==> src/rtl/posit_pkg.sv <==
// Shared types for the posit unit: operation/format encodings, status flags,
// and the issue-arbiter FSM state.
package posit_pkg;

    typedef enum logic [3:0] {
        FMADD    = 4'd0,
        FNMSUB   = 4'd1,
        ADD      = 4'd2,
        MUL      = 4'd3,
        DIV      = 4'd4,
        SQRT     = 4'd5,
        SGNJ     = 4'd6,
        MINMAX   = 4'd7,
        CMP      = 4'd8,
        CLASSIFY = 4'd9,
        F2F      = 4'd10,
        F2I      = 4'd11,
        I2F      = 4'd12
    } operation_e;

    typedef enum logic [2:0] {
        RNE = 3'b000,
        RTZ = 3'b001,
        RDN = 3'b010,
        RUP = 3'b011,
        RMM = 3'b100,
        DYN = 3'b111
    } roundmode_e;

    typedef enum logic [1:0] {
        POSIT32    = 2'd0,
        POSIT16    = 2'd1,
        POSIT8     = 2'd2,
        POSIT16ALT = 2'd3
    } posit_format_e;

    typedef enum logic [1:0] {
        INT8  = 2'd0,
        INT16 = 2'd1,
        INT32 = 2'd2,
        INT64 = 2'd3
    } int_format_e;

    typedef struct packed {
        logic nv;
        logic dz;
        logic of;
        logic uf;
        logic nx;
    } status_t;

    typedef enum logic {
        ARB  = 1'b0,
        LOCK = 1'b1
    } arb_state_e;

    // Width of a requester ID for n requesters (n >= 2).
    function automatic int unsigned req_id_width(int unsigned n);
        return (n > 1) ? $clog2(n) : 1;
    endfunction

    localparam int unsigned DEFAULT_NUM_REQ = 2;
    localparam int unsigned REQ_ID_W        = req_id_width(DEFAULT_NUM_REQ);

endpackage

==> src/rtl/posit_id_fifo.sv <==
// In-order FIFO of requester IDs with occupancy count and synchronous clear.
// DEPTH must be a power of two so the pointers wrap naturally.
module posit_id_fifo #(
    parameter int unsigned DEPTH = 4,
    parameter int unsigned DW    = 1
) (
    input  logic                     clk_i,
    input  logic                     rst_ni,
    input  logic                     clear_i,
    input  logic                     push_i,
    input  logic [DW-1:0]            push_data_i,
    input  logic                     pop_i,
    output logic [DW-1:0]            head_o,
    output logic [$clog2(DEPTH):0]   count_o
);

    localparam int unsigned AW = $clog2(DEPTH);
    localparam logic [AW:0] DEPTH_CNT = (AW+1)'(DEPTH);

    logic [AW-1:0] wr_ptr_q, rd_ptr_q;
    logic [AW:0]   count_q;
    logic [DW-1:0] mem_q [DEPTH];
    logic          push_ok, pop_ok;

    assign pop_ok  = pop_i && (count_q != '0);
    assign push_ok = push_i && ((count_q != DEPTH_CNT) || pop_ok);

    always_ff @(posedge clk_i or negedge rst_ni) begin
        if (!rst_ni) begin
            wr_ptr_q <= '0;
            rd_ptr_q <= '0;
            count_q  <= '0;
        end else if (clear_i) begin
            wr_ptr_q <= '0;
            rd_ptr_q <= '0;
            count_q  <= '0;
        end else begin
            if (push_ok) wr_ptr_q <= wr_ptr_q + 1'b1;
            if (pop_ok)  rd_ptr_q <= rd_ptr_q + 1'b1;
            case ({push_ok, pop_ok})
                2'b10:   count_q <= count_q + 1'b1;
                2'b01:   count_q <= count_q - 1'b1;
                default: count_q <= count_q;
            endcase
        end
    end

    // NOTE: storage has no reset; count_q gates every read, so stale entries are never observed.
    always_ff @(posedge clk_i) begin
        if (push_ok && !clear_i) mem_q[wr_ptr_q] <= push_data_i;
    end

    assign head_o  = mem_q[rd_ptr_q];
    assign count_o = count_q;

endmodule

==> src/rtl/posit_issue_arbiter.sv <==
// Shares one posit_top PPU between NUM_REQ requesters: round-robin issue with a
// held grant, and in-order routing of results back to the issuing requester.
module posit_issue_arbiter
    import posit_pkg::*;
#(
    parameter int unsigned NUM_REQ      = 2,
    parameter int unsigned WIDTH        = 32,
    parameter int unsigned NUM_OPERANDS = 3,
    parameter int unsigned MAX_OUTST    = 4
) (
    input  logic                                         clk_i,
    input  logic                                         rst_ni,

    input  logic [NUM_REQ-1:0]                           req_valid_i,
    output logic [NUM_REQ-1:0]                           req_ready_o,
    input  logic [NUM_REQ-1:0][NUM_OPERANDS-1:0][WIDTH-1:0] req_operands_i,
    input  operation_e    [NUM_REQ-1:0]                  req_op_i,
    input  logic [NUM_REQ-1:0]                           req_op_mod_i,
    input  roundmode_e    [NUM_REQ-1:0]                  req_rnd_mode_i,
    input  posit_format_e [NUM_REQ-1:0]                  req_src_fmt_i,
    input  posit_format_e [NUM_REQ-1:0]                  req_dst_fmt_i,
    input  int_format_e   [NUM_REQ-1:0]                  req_int_fmt_i,

    output logic [NUM_REQ-1:0]                           rsp_valid_o,
    input  logic [NUM_REQ-1:0]                           rsp_ready_i,
    output logic [WIDTH-1:0]                             rsp_result_o,
    output status_t                                      rsp_status_o,

    input  logic                                         flush_i,

    output logic [NUM_OPERANDS-1:0][WIDTH-1:0]           ppu_operands_o,
    output operation_e                                   ppu_op_o,
    output logic                                         ppu_op_mod_o,
    output roundmode_e                                   ppu_rnd_mode_o,
    output posit_format_e                                ppu_src_fmt_o,
    output posit_format_e                                ppu_dst_fmt_o,
    output int_format_e                                  ppu_int_fmt_o,
    output logic                                         ppu_in_valid_o,
    output logic                                         ppu_flush_o,
    input  logic                                         ppu_in_ready_i,
    input  logic                                         ppu_out_valid_i,
    output logic                                         ppu_out_ready_o,
    input  logic [WIDTH-1:0]                             ppu_result_i,
    input  status_t                                      ppu_status_i,
    input  logic                                         ppu_busy_i,

    output logic                                         busy_o,
    output logic                                         protocol_err_o
);

    localparam int unsigned IDW = req_id_width(NUM_REQ);
    localparam int unsigned CW  = $clog2(MAX_OUTST) + 1;
    localparam logic [CW-1:0] MAX_CNT = CW'(MAX_OUTST);

    typedef logic [IDW-1:0] req_id_t;

    arb_state_e    state_q, state_d;
    req_id_t       rr_ptr_q, rr_ptr_d;
    req_id_t       lock_id_q, lock_id_d;
    req_id_t       pick_id, grant_id, head_id;
    logic          pick_vld, grant_vld, accept;
    logic          has_outst, can_issue, pop;
    logic [CW-1:0] count;

    assign has_outst = (count != '0);
    // Only the registered count gates issue; a pop this cycle frees its slot next cycle.
    assign can_issue = (count < MAX_CNT);

    // Round-robin pick: first valid requester at or above rr_ptr, wrapping.
    always_comb begin
        int      idx;
        req_id_t cand;
        pick_vld = 1'b0;
        pick_id  = '0;
        idx      = 0;
        cand     = '0;
        for (int i = 0; i < int'(NUM_REQ); i++) begin
            idx = int'(rr_ptr_q) + i;
            if (idx >= int'(NUM_REQ)) idx = idx - int'(NUM_REQ);
            cand = IDW'(idx);
            if (!pick_vld && req_valid_i[cand]) begin
                pick_vld = 1'b1;
                pick_id  = cand;
            end
        end
    end

    // NOTE: every signal driven here gets a default first so no latch is inferred.
    always_comb begin
        state_d   = state_q;
        rr_ptr_d  = rr_ptr_q;
        lock_id_d = lock_id_q;
        grant_vld = 1'b0;
        grant_id  = pick_id;

        unique case (state_q)
            ARB: begin
                grant_vld = pick_vld && can_issue;
                grant_id  = pick_id;
            end
            LOCK: begin
                grant_vld = 1'b1;
                grant_id  = lock_id_q;
            end
            default: ;
        endcase

        if (flush_i) grant_vld = 1'b0;
        accept = grant_vld && ppu_in_ready_i;

        if (flush_i) begin
            state_d = ARB;
        end else if (accept) begin
            state_d  = ARB;
            rr_ptr_d = (grant_id == IDW'(NUM_REQ - 1)) ? '0 : grant_id + 1'b1;
        end else if (grant_vld) begin
            state_d   = LOCK;
            lock_id_d = grant_id;
        end
    end

    // NOTE: sequential state uses non-blocking assignments only.
    always_ff @(posedge clk_i or negedge rst_ni) begin
        if (!rst_ni) begin
            state_q   <= ARB;
            rr_ptr_q  <= '0;
            lock_id_q <= '0;
        end else begin
            state_q   <= state_d;
            rr_ptr_q  <= rr_ptr_d;
            lock_id_q <= lock_id_d;
        end
    end

    assign ppu_in_valid_o = grant_vld && rst_ni;
    assign ppu_flush_o    = flush_i;
    assign ppu_operands_o = req_operands_i[grant_id];
    assign ppu_op_o       = req_op_i[grant_id];
    assign ppu_op_mod_o   = req_op_mod_i[grant_id];
    assign ppu_rnd_mode_o = req_rnd_mode_i[grant_id];
    assign ppu_src_fmt_o  = req_src_fmt_i[grant_id];
    assign ppu_dst_fmt_o  = req_dst_fmt_i[grant_id];
    assign ppu_int_fmt_o  = req_int_fmt_i[grant_id];

    always_comb begin
        req_ready_o           = '0;
        req_ready_o[grant_id] = accept && rst_ni;
    end

    posit_id_fifo #(
        .DEPTH (MAX_OUTST),
        .DW    (IDW)
    ) u_id_fifo (
        .clk_i       (clk_i),
        .rst_ni      (rst_ni),
        .clear_i     (flush_i),
        .push_i      (accept),
        .push_data_i (grant_id),
        .pop_i       (pop),
        .head_o      (head_id),
        .count_o     (count)
    );

    // Results come back in issue order, so the FIFO head owns the current result.
    always_comb begin
        rsp_valid_o          = '0;
        rsp_valid_o[head_id] = ppu_out_valid_i && has_outst && !flush_i && rst_ni;
    end

    assign ppu_out_ready_o = has_outst && rsp_ready_i[head_id] && rst_ni;
    assign pop             = ppu_out_valid_i && ppu_out_ready_o;
    assign rsp_result_o    = ppu_result_i;
    assign rsp_status_o    = ppu_status_i;
    assign busy_o          = has_outst || ppu_busy_i;

    always_ff @(posedge clk_i or negedge rst_ni) begin
        if (!rst_ni) begin
            protocol_err_o <= 1'b0;
        end else if (ppu_out_valid_i && !has_outst) begin
            protocol_err_o <= 1'b1;
        end
    end

endmodule

==> config.mk <==
export PLATFORM = sky130hd
export DESIGN_NAME = posit_issue_arbiter
export DESIGN_NICKNAME = d
export VERILOG_FILES = /design/src/rtl/posit_pkg.sv /design/src/rtl/posit_id_fifo.sv /design/src/rtl/posit_issue_arbiter.sv
export SDC_FILE = /design/constraint.sdc
export NUM_CORES = 1
export LEC_CHECK = 0
export ABC_CLOCK_PERIOD_IN_PS = 4600
export CORE_AREA = 2 2 167 169
export DETAILED_ROUTE_END_ITERATION = 8
export DIE_AREA = 0 0 169 171
export GPL_TIMING_DRIVEN = 0
export PLACE_DENSITY_LB_ADDON = 0.1
export SYNTH_ARGS = -nofsm -noshare
export SYNTH_HDL_FRONTEND = slang
export SYNTH_SLANG_ARGS = --single-unit
==> constraint.sdc <==
create_clock -name clk_i -period 4.6 [get_ports clk_i]
set_input_delay 0.92 -clock clk_i [delete_from_list [all_inputs] [get_ports clk_i]]
set_output_delay 0.92 -clock clk_i [all_outputs]
set_load 0.02 [all_outputs]
# [Yosys cells after proc, flatten, opt, wreduce, memory -nomap -nowiden]
# Memory sizes are Yosys's and may differ from the RTL's.
# Cells that the tools add are included.
[op_classes] n_reduce_logical=29 n_lt_le_gt_ge=9 add_sub_neg=8 mux=45 n_bitwise=5 n_eq_ne=3
[ops] cell="$mux W96" n=2
[ops] cell="$mux W1" n=23
[ops] cell="$mux W2" n=10
[ops] cell="$logic_and A1 B1 Y1" n=17
[ops] cell="$mux W3" n=3
[ops] cell="$reduce_bool A3 Y1" n=3
[ops] cell="$lt A1 B2 Y1 const B" n=4
[ops] cell="$mux W4" n=2
[ops] cell="$pmux W3 S2" n=1
[ops] cell="$add A2 B1 Y2 const B" n=2
[ops] cell="$and A2 B2 Y2" n=2
[ops] cell="$pmux W1 S2" n=2
[ops] cell="$reduce_bool A2 Y1" n=2
[ops] cell="$add A3 B1 Y3 const B" n=1
[ops] cell="$logic_not A1 Y1" n=3
[ops] cell="$lt A3 B3 Y1 const B" n=1
[ops] cell="$ne A3 B3 Y1 const B" n=1
[ops] cell="$not A1 Y1" n=3
[ops] cell="$reduce_and A3 Y1" n=1
[ops] cell="$sub A3 B1 Y3 const B" n=1
[ops] cell="$add A1 B1 Y2 const B" n=1
[ops] cell="$demux W1 S1" n=2
[ops] cell="$eq A2 B1 Y1 const B" n=1
[ops] cell="$eq A2 B2 Y1 const B" n=1
[ops] cell="7 further kinds" n=10
[word_totals] regBits=11 inputBits=267 out_inout_bits=156 ramBits=4 mem_count=1
[mem_list] name="u_id_fifo.mem_q" words=4 word_bits=1 read_ports=1 rd_clocked_by_memory_dff=0 write_ports=1 line="posit_id_fifo.sv:22" source="logic [DW-1:0] mem_q [DEPTH];"

# [Longest topological paths before layout]
# Gate-level depths: netlist of run 1.
[depth] depth_word=16 ltp_mapped=6 ltp_nobuf=6

# [Hierarchy]
# Synthesis of run 1 repeated with hierarchy kept, for this count alone.
[unflattened] hier_cells=262 area_unflattened_um2=2879.0
[modules_own_cells] module="posit_issue_arbiter" cells_per_inst=194 area_each_um2=2120.8 instances=1 seq_area_each_um2=100.1
[modules_own_cells] module="posit_id_fifo" cells_per_inst=68 area_each_um2=758.2 instances=1 seq_area_each_um2=295.3

# [Worst setup path after synthesis of run 1]
# OpenSTA, ideal clock, no wires.
[synth_path] path_kind="input-to-output" from="input req_valid_i[0]" to="output ppu_operands_o[28] in the netlist's numbering" required_time_ns=3.680 stages=6 path_buffers=2 setup_slack_ns=1.396 arrival_time_ns=2.284 path_cell_list="inv_1 > o21ai_0 > o21ai_1 > clkbuf_1 > buf_2 > mux2_2"
[synth_lines] element="start: declaration" line="posit_issue_arbiter.sv:14" source="input logic [NUM_REQ-1:0] req_valid_i,"
[synth_lines] element="end: declaration" line="posit_issue_arbiter.sv:31" source="output logic [NUM_OPERANDS-1:0][WIDTH-1:0] ppu_operands_o,"

==> reports/metrics.yaml, run 1 <==
worst_pin_slew_ps: 686
worstSetupEndpointType: "primary output"
power_density_nw_per_um2: 190
yosys_register_bits: 15
grt_pass1_vias: 3536
place_ws_ps: -558
antenna_cells: 0
period_share: 0.967
viasPerCell: 3.43
outcome: "completed"
avgSynthCellArea_um2: 10.2
max-slew-margin-rel: 0.541
dp.cells: 973
synth_top_area_frac: 0.504
cp.required_ps: 3680
numCtsBuffers: 3
postSynthCellCount: 242
startpoint_type: "input port"
skew_ps: 1.40
clk_latency_ps: 240
critPathLaunch: "req_valid_i[0]"
synth_compound_area_frac: 0.0409
core_um2: 27300
drive_above_1_share: 0.270
start_util: 0.0907
postLayoutCellArea_um2: 6870
synth_xor_xnor_area_share: 0.0141
synth_area_leaders: "mux2_2, buf_4, dfrtp_1, edfxtp_1, ha_1"
synth_top_family_by_area: "multiplexers"
setup_viol: 0
io_buffers: 385
die_h_um: 171
reg2reg_from: "u_id_fifo.rd_ptr_q[0]$_DFFE_PN0P_"
post-dp-hpwl_um: 16800
ys_seq_area_frac: 0.160
placed_area_um2: 6770
fmax_ghz: 0.225
critPathKind: "in -> out"
final_util: 0.251
worstPathMaxFanout: 10
synthesis.area_um2: 2480
syn_to_final_growth_pct: 177
synth.mux.area_fraction: 0.528
async_flop_share: 0.733
final_common_cell: "clkdlybuf4s50_1"
synth.yosys.warnings: 0
die_w_um: 169
grt_max_degree: 17
worstPathArrival_ps: 3530
hold_violations: 0
ant_nets: 0
hp-class: "reg -> reg"
place_congestion: 0.786
mostFrequentLayoutCells: "clkdlybuf4s50_1, mux2_2, buf_4"
min_from: "protocol_err_o$_DFFE_PN0P_"
cts_buffer_depth: 2
ys_dominant_reg_cell: "dfrtp_1"
rsz0062_at_grt: "no"
synth_edf_count: 4
syn_nets: 514
peakVddDrop_uv: 71.9
drc_errors: 0
p_leak_nw: 2.58
synthAdderAreaFrac: 0.0283
num_vias: 3354
maxCapViolations: 0
drt_pre_antenna_iters: 4
die-area_um2: 28900
cts_tree: "done"
yosys.area.top_type: "mux2_2"
cts_hold_buf: 0
synth-simple-area-share: 0.0863
cts_sinks: 15
io_pins: 423
totalWireLength_um: 18700
final_nets: 906
dr.first_iter.drc_count: 77
grt_overflow: 0
cts_root_buf: "clkbuf_16"
instances_no_fill: 979
finalCriticalPeriod_ps: 4450
htree_levels: 1
rows: 61
setup_ws_ps: 150
grt_pass1_wl_um: 24600
wl_per_cell_um: 19.1
grt_usage: 0.118
report.final.slew_viol_count: 0
synth_cell_types: 36
cts.clk_slew.worst_paths_ps: 50
antenna_found_initial: 0
-- cell families (layout without fill, tap and decap cells) --
family,Yosys count,after routing
fa+ha+maj,5,5
flops,15,15
compound gates,13,13
xor+xnor,4,4
buf+inv,55,446
mux,115,115
simple gates,35,35
-- where the power goes --
part	internal, W	switching (W)	leakage (nW)	total, W
combinational	0.000565	0.000419	2.36	0.000984
sequential	0.000147	0.00000747	0.179	0.000154
clock	0.000116	0.0000531	0.0409	0.000169
-- flip-flops by register name, summed over array words and instances (netlist names) --
signal              flops
u_id_fifo.wr_ptr_q      2
u_id_fifo.mem_q         4
lock_id_q               1
state_q                 1
protocol_err_o          1
rr_ptr_q                1
u_id_fifo.count_o       3
u_id_fifo.rd_ptr_q      2
-- critical path, stage by stage --
cell             delay (ps)
clkdlybuf4s50_1         450
inv_1                    70
o21ai_0                 110
o21ai_2                 150
buf_4                   160
buf_4                   150
clkbuf_1                500
mux2_2                  400
clkdlybuf4s50_1         610
-- final timing paths --
path                                                    end  slack [ps]  depth (start not counted)
max in group asynchronous               state_q$_DFFE_PN0P_        3070                          1
setup / recovery                         ppu_operands_o[76]         150                          9
hold reg to reg                  protocol_err_o$_DFFE_PN0P_         460                          1
min in group asynchronous        protocol_err_o$_DFFE_PN0P_        1090                          1
setup reg to reg           u_id_fifo.count_o[2]$_DFFE_PN0P_        2140                          6
hold / removal                   protocol_err_o$_DFFE_PN0P_         460                          1
-- synth_stat cells, types with 2 or more instances --
cell type and count:
buf_4 38, xnor2_1 4, nand2_1 6, inv_1 4, nor3b_1 4, buf_2 5
clkbuf_1 8, mux2_2 111, nor2_1 8, nor2b_1 2, and2_1 4, dfrtp_1 11
o211ai_1 2, nor3_1 4, ha_1 4, edfxtp_1 4, o21ai_0 4
-- routing by layer --
metal  global-route usage  vias up  share of wire
met2                0.230      163           0.56
li1                     -     1613              -
met3               0.0352        6          0.074
met1                0.128     1572           0.36
met5                    0        -              0
met4               0.0126        0         0.0043
-- area by class of cell --
class                   instances  area, um^2
plain buffers                  51         345
clock buffers                   3        75.1
clock inverters                 1        5.00
fillers                      2959       20500
inverters                       4        15.0
multi-input cells             172        1730
flip-flops and latches         15         395
well taps                     346         433
repair buffers                387        3870
-- what timing repair did --
action | 4_1_cts | 5_1_grt
buffers inserted | 2 | 0
gates cloned | 0 | 0
pin swaps | 1 | 0
gates resized for setup | 2 | 3
endpoints found under the setup margin | 86 | 4
-- stage by stage --
| step | hold WS (ps) | total power [W] | setup TNS [ps] |
|---|---|---|---|
| final | 457 | 0.00131 | 0 |
| after global routing | 477 | 0.00137 | 0 |
| after CTS | 468 | 0.00133 | 0 |
| after detailed placement | 454 | 0.00114 | -18650 |
| after global placement | 445 | 0.00115 | -15630 |
| after floorplan | 445 | 0.000599 | 0 |
(Power assumes the default switching activity.)
==> inputs of run 2 (changes only) <==
--- a/config.mk
+++ b/config.mk
@@ -11,6 +11,7 @@
 export DIE_AREA = 0 0 169 171
 export GPL_TIMING_DRIVEN = 0
 export PLACE_DENSITY_LB_ADDON = 0.1
+export REMOVE_ABC_BUFFERS = 1
 export SYNTH_ARGS = -nofsm -noshare
 export SYNTH_HDL_FRONTEND = slang
 export SYNTH_SLANG_ARGS = --single-unit
==> reports/metrics.yaml, run 2 (same netlist as run 1, synthesis figures left out) <==
io_pins: 423  # unchanged
cts.clk_slew.worst_paths_ps: 50  # about the same
grt_overflow: 0  # unchanged
dr.first_iter.drc_count: 64  # -17%
drt_pre_antenna_iters: 4  # unchanged
peakVddDrop_uv: 88.8  # +23%
period_share: 0.946  # -0.0219
fmax_ghz: 0.230  # +2.3%
mostFrequentLayoutCells: "clkdlybuf4s50_1, mux2_2, dfrtp_1"
skew_ps: 5.76  # +4.35 ps
cts_setup_buffers: 0  # -2
post-dp-hpwl_um: 15600  # -7.2%
largest_reg_flops: 4  # unchanged
io_buffers: 348  # -9.6%
rsz0062_at_grt: "no"
worstSetupEndpointType: "primary output"
slowest_delay_ps: 570  # -40 ps
grt_pass1_wl_um: 23400  # -4.5%
final_nets: 821  # -9.4%
cp_top_family: "buffers and inverters"
core_um2: 27300  # unchanged
cts_buffer_depth: 2  # unchanged
numCtsBuffers: 3  # unchanged
drive_above_1_share: 0.235  # -0.0347
regMostFlops: "u_id_fifo.mem_q"
die_h_um: 171  # unchanged
antenna_found_initial: 1  # +1
setup_viol: 0  # unchanged
ant_nets: 0  # unchanged
cts_tree: "done"
clk_latency_ps: 250  # about the same
totalWireLength_um: 17300  # -7.2%
maxCapViolations: 0  # unchanged
grt_usage: 0.112  # -0.00530
cpMaxStageDelayCell: "clkdlybuf4s50_1"
finalCriticalPeriod_ps: 4350  # -101 ps
cpMostUsedCell: "buf_12"
start_util: 0.0907  # unchanged
final_common_cell: "clkdlybuf4s50_1"
cts_hold_buf: 0  # unchanged
htree_levels: 1  # unchanged
finalPower_w: 0.00122  # -6.9%
cts_sinks: 15  # unchanged
syn_to_final_growth_pct: 152
grt_pass1_vias: 3393  # -4.0%
drc_errors: 0  # unchanged
startpoint_type: "input port"
cp.required_ps: 3680  # about the same
worstPathMaxFanout: 25  # +15
report.final.slew_viol_count: 0  # unchanged
critical_path.cell_chain: "clkdlybuf4s50_1 > o21ai_0 > o21ai_4 > buf_12 > buf_12 > buf_12 > mux2_2 > clkdlybuf4s50_1"
outcome: "completed"
die-area_um2: 28900  # unchanged
viasPerCell: 3.48  # +1.7%
grt_max_degree: 28  # +11
cts_root_buf: "clkbuf_16"
num_vias: 3115  # -7.1%
worstPathArrival_ps: 3430  # -100 ps
max-slew-margin-rel: 0.519  # -0.0220
power_density_nw_per_um2: 195  # +2.3%
die_w_um: 169  # unchanged
place_congestion: 0.757  # -3.7%
p_leak_nw: 2.25  # -13%
hp-class: "reg -> reg"
worst_pin_slew_ps: 719  # +32.9 ps
wl_per_cell_um: 19.4  # +1.6%
rows: 61  # unchanged
critical_path_buf_inv_count: 5  # -1
timing.hold.ws_ps: 455  # -1.78 ps
hold_violations: 0  # unchanged
critPathKind: "in -> out"
post_cts_resized: 0  # -2
antenna_cells: 0  # unchanged
==> run 2: cell type report <==
cell class / instances / area (um^2)
sequential: 15 / 395
fill: 2978 / 21100
multi-input combinational: 172 / 1740
clock buffer: 3 / 75.1
tap: 346 / 433
inverter: 4 / 15.0
clock inverter: 1 / 5.00
timing repair buffer: 353 / 3590
==> run 2: layer usage <==
metal	wire length, um	track usage	up-vias
met5	134	0.0330	-
li1	-	-	1444
met3	2840	0.0842	11
met1	6340	0.124	1427
met2	7910	0.176	229
met4	91	0.0111	4
==> run 2: per-stage QoR <==
step                      instances  cell area [um^2]  setup WS [ps]   util  setup TNS [ps]
after detailed placement        890              6170            200  0.226               0
after global routing            894              6250           90.2  0.229               0
after floorplan                 191              2140          -3280      -         -381560
after CTS                       894              6250            177  0.229               0
final                           894              6250            250  0.229               0
after global placement          885              6050          -7410  0.222         -849160
==> run 2: final timing paths <==
path	from	to	slack, ps	cells past startpoint
hold / removal	protocol_err_o$_DFFE_PN0P_	protocol_err_o$_DFFE_PN0P_	460	1
min in group asynchronous	rst_ni	protocol_err_o$_DFFE_PN0P_	1110	1
hold reg to reg	protocol_err_o$_DFFE_PN0P_	protocol_err_o$_DFFE_PN0P_	460	1
setup / recovery	req_valid_i[1]	ppu_operands_o[55]	250	8
max in group asynchronous	rst_ni	u_id_fifo.count_o[0]$_DFFE_PN0P_	3040	1
setup reg to reg	u_id_fifo.rd_ptr_q[0]$_DFFE_PN0P_	u_id_fifo.count_o[2]$_DFFE_PN0P_	2110	6
==> run 2: power breakdown <==
| part | internal [W] | switching [W] | leakage, nW | total (W) |
|---|---|---|---|---|
| sequential | 0.000147 | 0.00000773 | 0.179 | 0.000154 |
| clock | 0.000116 | 0.0000558 | 0.0409 | 0.000172 |
| combinational | 0.000531 | 0.000361 | 2.03 | 0.000891 |
